===== config.mk =====
export PLATFORM = sky130hd
export DESIGN_NAME = imem_loader
export DESIGN_NICKNAME = d
export VERILOG_FILES = /design/src/rtl/imem_loader.sv
export SDC_FILE = /design/constraint.sdc
export NUM_CORES = 1
export LEC_CHECK = 0
export CAP_MARGIN = 40
export CORE_MARGIN = 10
export CORE_UTILIZATION = 40
export CTS_CLUSTER_SIZE = 24
export DETAILED_ROUTE_END_ITERATION = 16
export DONT_BUFFER_PORTS = 1
export GPL_TIMING_DRIVEN = 0
export SYNTH_ARGS = -nofsm -noshare
export SYNTH_HDL_FRONTEND = slang
export SYNTH_SLANG_ARGS = --single-unit

===== constraint.sdc =====
create_clock -name clk -period 3.9 [get_ports clk]
set_input_delay 0.585 -clock clk [delete_from_list [all_inputs] [get_ports clk]]
set_output_delay 0.585 -clock clk [all_outputs]
set_load 0.01 [all_outputs]

===== src/rtl/imem_loader.sv =====
// Instruction-memory loader: frames a UART byte stream into LE 32-bit words written to BRAM port B.
// Latency: 4th byte of a word accepted at T -> mem_we at T+1; 1 byte/cycle throughput, no stall inside DATA.
// Backpressure: rx_ready is high only while a load is in progress; optional checksum via IMEM_LOAD_CHECKSUM_EN.
module imem_loader #(
    parameter int ADDR_W = 8
) (
    input  logic              clk,
    input  logic              rst,
    input  logic              load_start,
    input  logic [7:0]        rx_data,
    input  logic              rx_valid,
    output logic              rx_ready,
    output logic              mem_we,
    output logic [ADDR_W-1:0] mem_addr,
    output logic [31:0]       mem_wdata,
    output logic              busy,
    output logic              done,
    output logic              error,
    output logic              cpu_hold,
    output logic [ADDR_W:0]   words_written
);

    localparam int unsigned DEPTH = 1 << ADDR_W;

    typedef enum logic [2:0] {
        S_IDLE,
        S_LEN_LO,
        S_LEN_HI,
        S_DATA,
        S_DONE,
        S_ERROR
`ifdef IMEM_LOAD_CHECKSUM_EN
        , S_CSUM
`endif
    } state_t;

    state_t              state_q, state_d;
    logic                rx_ready_q, busy_q, done_q, error_q, cpu_hold_q;
    logic                mem_we_q;
    logic [ADDR_W-1:0]   mem_addr_q;
    logic [31:0]         mem_wdata_q;
    logic [ADDR_W:0]     words_written_q;
    logic [ADDR_W:0]     len_q;
    logic [7:0]          len_lo_q;
    logic [1:0]          bcnt_q;
    logic [23:0]         wbuf_q;
`ifdef IMEM_LOAD_CHECKSUM_EN
    logic [7:0]          sum_q;
`endif

    logic                xfer;
    logic                start_ok;
    logic [15:0]         len16;
    logic                len_bad;
    logic                last_word;
    logic                loading_d;

    // Next-state decode and transfer qualifiers.
    always_comb begin
        xfer      = rx_valid && rx_ready_q;
        start_ok  = load_start && (state_q == S_IDLE || state_q == S_DONE || state_q == S_ERROR);
        len16     = {rx_data, len_lo_q};
        len_bad   = (len16 == 16'd0) || (32'(len16) > DEPTH);
        last_word = (bcnt_q == 2'd3) && ((words_written_q + 1'b1) == len_q);
        state_d   = state_q;
        case (state_q)
            S_IDLE, S_DONE, S_ERROR: if (start_ok) state_d = S_LEN_LO;
            S_LEN_LO: if (xfer) state_d = S_LEN_HI;
            S_LEN_HI: if (xfer) state_d = len_bad ? S_ERROR : S_DATA;
            S_DATA: begin
                if (xfer && last_word) begin
`ifdef IMEM_LOAD_CHECKSUM_EN
                    state_d = S_CSUM;
`else
                    state_d = S_DONE;
`endif
                end
            end
`ifdef IMEM_LOAD_CHECKSUM_EN
            S_CSUM: if (xfer) state_d = (8'(sum_q + rx_data) == 8'h00) ? S_DONE : S_ERROR;
`endif
            default: state_d = S_IDLE;
        endcase
`ifdef IMEM_LOAD_CHECKSUM_EN
        loading_d = (state_d == S_LEN_LO) || (state_d == S_LEN_HI) ||
                    (state_d == S_DATA)   || (state_d == S_CSUM);
`else
        loading_d = (state_d == S_LEN_LO) || (state_d == S_LEN_HI) || (state_d == S_DATA);
`endif
    end

    // State register with status outputs registered from the next state.
    always_ff @(posedge clk or posedge rst) begin
        if (rst) begin
            state_q    <= S_IDLE;
            rx_ready_q <= 1'b0;
            busy_q     <= 1'b0;
            done_q     <= 1'b0;
            error_q    <= 1'b0;
            cpu_hold_q <= 1'b0;
        end else begin
            state_q    <= state_d;
            rx_ready_q <= loading_d;
            busy_q     <= loading_d;
            done_q     <= (state_d == S_DONE);
            error_q    <= (state_d == S_ERROR);
            cpu_hold_q <= loading_d || (state_d == S_ERROR);
        end
    end

    // Datapath: length capture, word assembly, write strobe and word count.
    always_ff @(posedge clk or posedge rst) begin
        if (rst) begin
            mem_we_q        <= 1'b0;
            mem_addr_q      <= '0;
            mem_wdata_q     <= '0;
            words_written_q <= '0;
            len_q           <= '0;
            len_lo_q        <= '0;
            bcnt_q          <= '0;
            wbuf_q          <= '0;
`ifdef IMEM_LOAD_CHECKSUM_EN
            sum_q           <= '0;
`endif
        end else begin
            mem_we_q <= 1'b0;
            if (start_ok) begin
                words_written_q <= '0;
                bcnt_q          <= '0;
`ifdef IMEM_LOAD_CHECKSUM_EN
                sum_q           <= '0;
`endif
            end
            if (xfer) begin
                case (state_q)
                    S_LEN_LO: len_lo_q <= rx_data;
                    S_LEN_HI: len_q    <= len16[ADDR_W:0];
                    S_DATA: begin
`ifdef IMEM_LOAD_CHECKSUM_EN
                        sum_q <= sum_q + rx_data;
`endif
                        bcnt_q <= bcnt_q + 2'd1;
                        if (bcnt_q == 2'd3) begin
                            // Word index doubles as the write address; the length check keeps it in range.
                            mem_wdata_q     <= {rx_data, wbuf_q};
                            mem_addr_q      <= words_written_q[ADDR_W-1:0];
                            mem_we_q        <= 1'b1;
                            words_written_q <= words_written_q + 1'b1;
                        end else begin
                            wbuf_q[8*bcnt_q +: 8] <= rx_data;
                        end
                    end
                    default: ;
                endcase
            end
        end
    end

    assign rx_ready      = rx_ready_q;
    assign busy          = busy_q;
    assign done          = done_q;
    assign error         = error_q;
    assign cpu_hold      = cpu_hold_q;
    assign mem_we        = mem_we_q;
    assign mem_addr      = mem_addr_q;
    assign mem_wdata     = mem_wdata_q;
    assign words_written = words_written_q;

endmodule


==> results.md <==
- Sequential share of the synthesized area: 0.566
- Slew headroom: 0.419
- Crit-path max FO: 9
- GRT overflow: 0
- Seq cells post-synth: 100
- Routed Antenna Nets: 0
- Synth top area cells: dfrtp_1 (57%), o21ai_0 (7.1%), nand2_1 (6.9%), mux2_2 (4.3%), nand3_1 (4.1%)
- Period utilization: 0.665
- Post-synth EDFFs: 0
- CP top delay family: compound AO/OA/AOI/OAI gates
- Layout Cells excl Fill: 598
- Endpoints failing setup: 0
- First-pass iteration count of the detailed router: 4
- Reg2reg path depth: 7
- CTS sink count: 100
- Largest area contributor in the netlist: dfrtp_1
- # IOs: 67
- VDD IR max: 214 µV
- First-pass GRT wire length: 17800 µm
- Die Height: 125 µm
- Static Leak: 2.20 nW
- Full die area: 0.0157 mm²
- Clock transition at path regs: 0.10 ns
- Worst path cell trace: ha_1 -> buf_6 -> xor3_1 -> nor3_1 -> o2111ai_1 -> a2111oi_4 -> o21ai_0
- Clock buffer depth: 2
- WL final: between 10000 and 15000 µm
- Initial DRC Count: 199
- Ant. Diodes: 0
- Root buf cell: clkbuf_8
- Final Power: 3.07 mW
- Synth top area share: 0.566
- MaxCap Viol Count: 0
- F_max: 385 MHz
- Via count: 3202
- DR vias/cell: ~5.4
- Clock skew: 0.0113 ns
- Slew Limit Fails: 0
- Worst r2r dst: busy$_DFF_PP0_
- IO buf count: 0
- CP endpoint kind: flip-flop
- Synth warn: 0
- Synth cell types: 49
- Clock Latency Late Sink: 0.38 ns
- Total CTS buffers: 9
- Cell Area, Synth: 0.00442 mm²
- Most numerous cell in the Yosys netlist: dfrtp_1
- Syn Nets: 459
- CTS tree: yes
- Area delta synth->final: 9.28%
- PD cells: 636 mW/mm²
- Core area: 0.0108 mm²
- Post-CTS sizing: 0
- Die X: roughly 130 µm
- Synth async-reset ratio: 1.00
- Critical path class: flip-flop to flip-flop
- Crit-path slowest cell: dfrtp_1
- Layout cells sized above 1: 0.114
- Least-Margin Pin Slew: 0.865 ns
- Post-DP HPWL: 7810 µm
- Post-synth top flop: dfrtp_1
- Required time of the critical path: 4.14 ns
- Placed cell count: 582
- R2r startpoint: words_written[0]$_DFF_PP0_
- Post-synth top cells: dfrtp_1 (100), nand2_1 (81), o21ai_0 (63)
- Residual DRC count: 0
- Post-Synthesis Cells: 441
- Final nets: 471
- Run status: finished clean
- Largest net degree at the start of global routing: 54
- Critical path's largest stage delay: 0.59 ns
- Worst Setup Start Kind: flip-flop
- Initial Utilization: 0.408
- Unrepaired setup endpoints after global routing: false
- Buffers plus inverters on the worst setup path: 1
- Hold Buf Count CTS: 0
- Critical path data arrival time: around 2.8 ns
- Vias in the first global route: 3135
- Hold Fails Final Rpt: 0
- Hold crit path type: input pin to asynchronous set/reset pin
- Initial antenna violation count: 0
- GP Congestion: 0.852
- CTS H-tree depth: 3
- Post-route minimum period: 2.60 ns
- Wire per inst: 18.2 µm
- Post-CTS setup buffers: 0
- # rows: 38
- GR Util All Layers: 0.139
- Syn avg cell area: 10.0 µm²
- Reg2Reg Setup Slack: 1.30 ns
layout make-up:
class | count | area, µm²
Clock buffer | 9 | 124
Sequential cell | 100 | 2500
Tap cell | 140 | 175
Fill cell | 1069 | 6010
Multi-Input combinational cell | 288 | 1690
Inverter | 31 | 119
Timing Repair Buffer | 1 | 27.5
Buffer | 22 | 108
Clock inverter | 7 | 81.3
where the power goes:
part / switching (mW) / internal (mW)
registers: 0.262 / 1.36
clock network: 0.377 / 0.305
logic: 0.438 / 0.328
metal layers:
| layer | share of wire | vias to the layer above | global-route usage |
|---|---|---|---|
| li1 | - | 1530 | - |
| met3 | 0.074 | 12 | 0.0511 |
| met5 | 0 | - | 0 |
| met4 | 0.016 | 0 | 0.0481 |
| met2 | 0.48 | 75 | 0.221 |
| met1 | 0.43 | 1585 | 0.171 |
worst max-delay path by stage:
stage | to | slack (ns) | startpoint | cells past startpoint
final | busy$_DFF_PP0_ | 1.30 | words_written[0]$_DFF_PP0_ | 7
after global routing | busy$_DFF_PP0_ | 1.14 | words_written[0]$_DFF_PP0_ | 7
after CTS | busy$_DFF_PP0_ | 1.29 | words_written[0]$_DFF_PP0_ | 7
after detailed placement | busy$_DFF_PP0_ | 1.30 | words_written[0]$_DFF_PP0_ | 7
after global placement | done$_DFF_PP0_ | -0.31 | rst | 1
after floorplan | bcnt_q[0]$_DFF_PP0_ | 0.70 | rst | 1
cell families (layout without fill, tap and decap cells):
family	Yosys count	count (layout)	share of synthesized area
fa+ha+maj	6	6	0.0170
xor+xnor	9	9	0.0212
mux	17	17	0.0433
flops	100	100	0.566
compound gates	94	94	0.127
simple gates	162	162	0.175
buf+inv	53	70	0.0507
registers in the layout, indices dropped and copies added, names as in the netlist:
register and flops:
bcnt_q 2, busy 1, cpu_hold 1, done 1
error 1, len_lo_q 8, len_q 9, mem_addr 8
mem_wdata 32, mem_we 1, state_q 3, wbuf_q 24
words_written 9
through the flow:
stage               hold slack, ns  setup TNS (ns)   util  instance area, µm²  worst slack (ns)
floorplan                    0.498               0      -                4420             0.696
global placement             0.514          -30.28  0.424                4600            -0.311
detailed placement           0.525               0  0.427                4630              1.30
CTS                          0.156               0  0.446                4830              1.29
global route                 0.186               0  0.446                4830              1.14
finish                       0.148               0  0.446                4830              1.30
cell usage in the layout (no fill, tap or decap), types with 2 or more instances in the layout:
cell type	synthesis	routed
clkbuf_1	9	9
xnor2_1	5	5
nand2b_1	4	4
o22ai_1	2	2
and3_1	4	4
inv_1	31	30
a31oi_1	3	3
o31ai_1	4	4
inv_6	0	3
ha_1	6	6
clkinv_4	0	2
clkbuf_8	0	9
nor4_1	4	4
buf_2	5	5
nand2_1	81	81
a21o_1	3	3
buf_6	2	2
nor2b_1	3	3
o41ai_1	2	2
nor3_2	2	2
nand3_1	36	36
nor3b_2	3	3
xor2_1	3	3
dfrtp_1	100	100
nor2_1	9	9
mux2_2	17	17
nor3_1	7	7
a21oi_1	6	6
buf_1	5	5
o21ai_0	63	63
(Power assumes the default switching activity.)
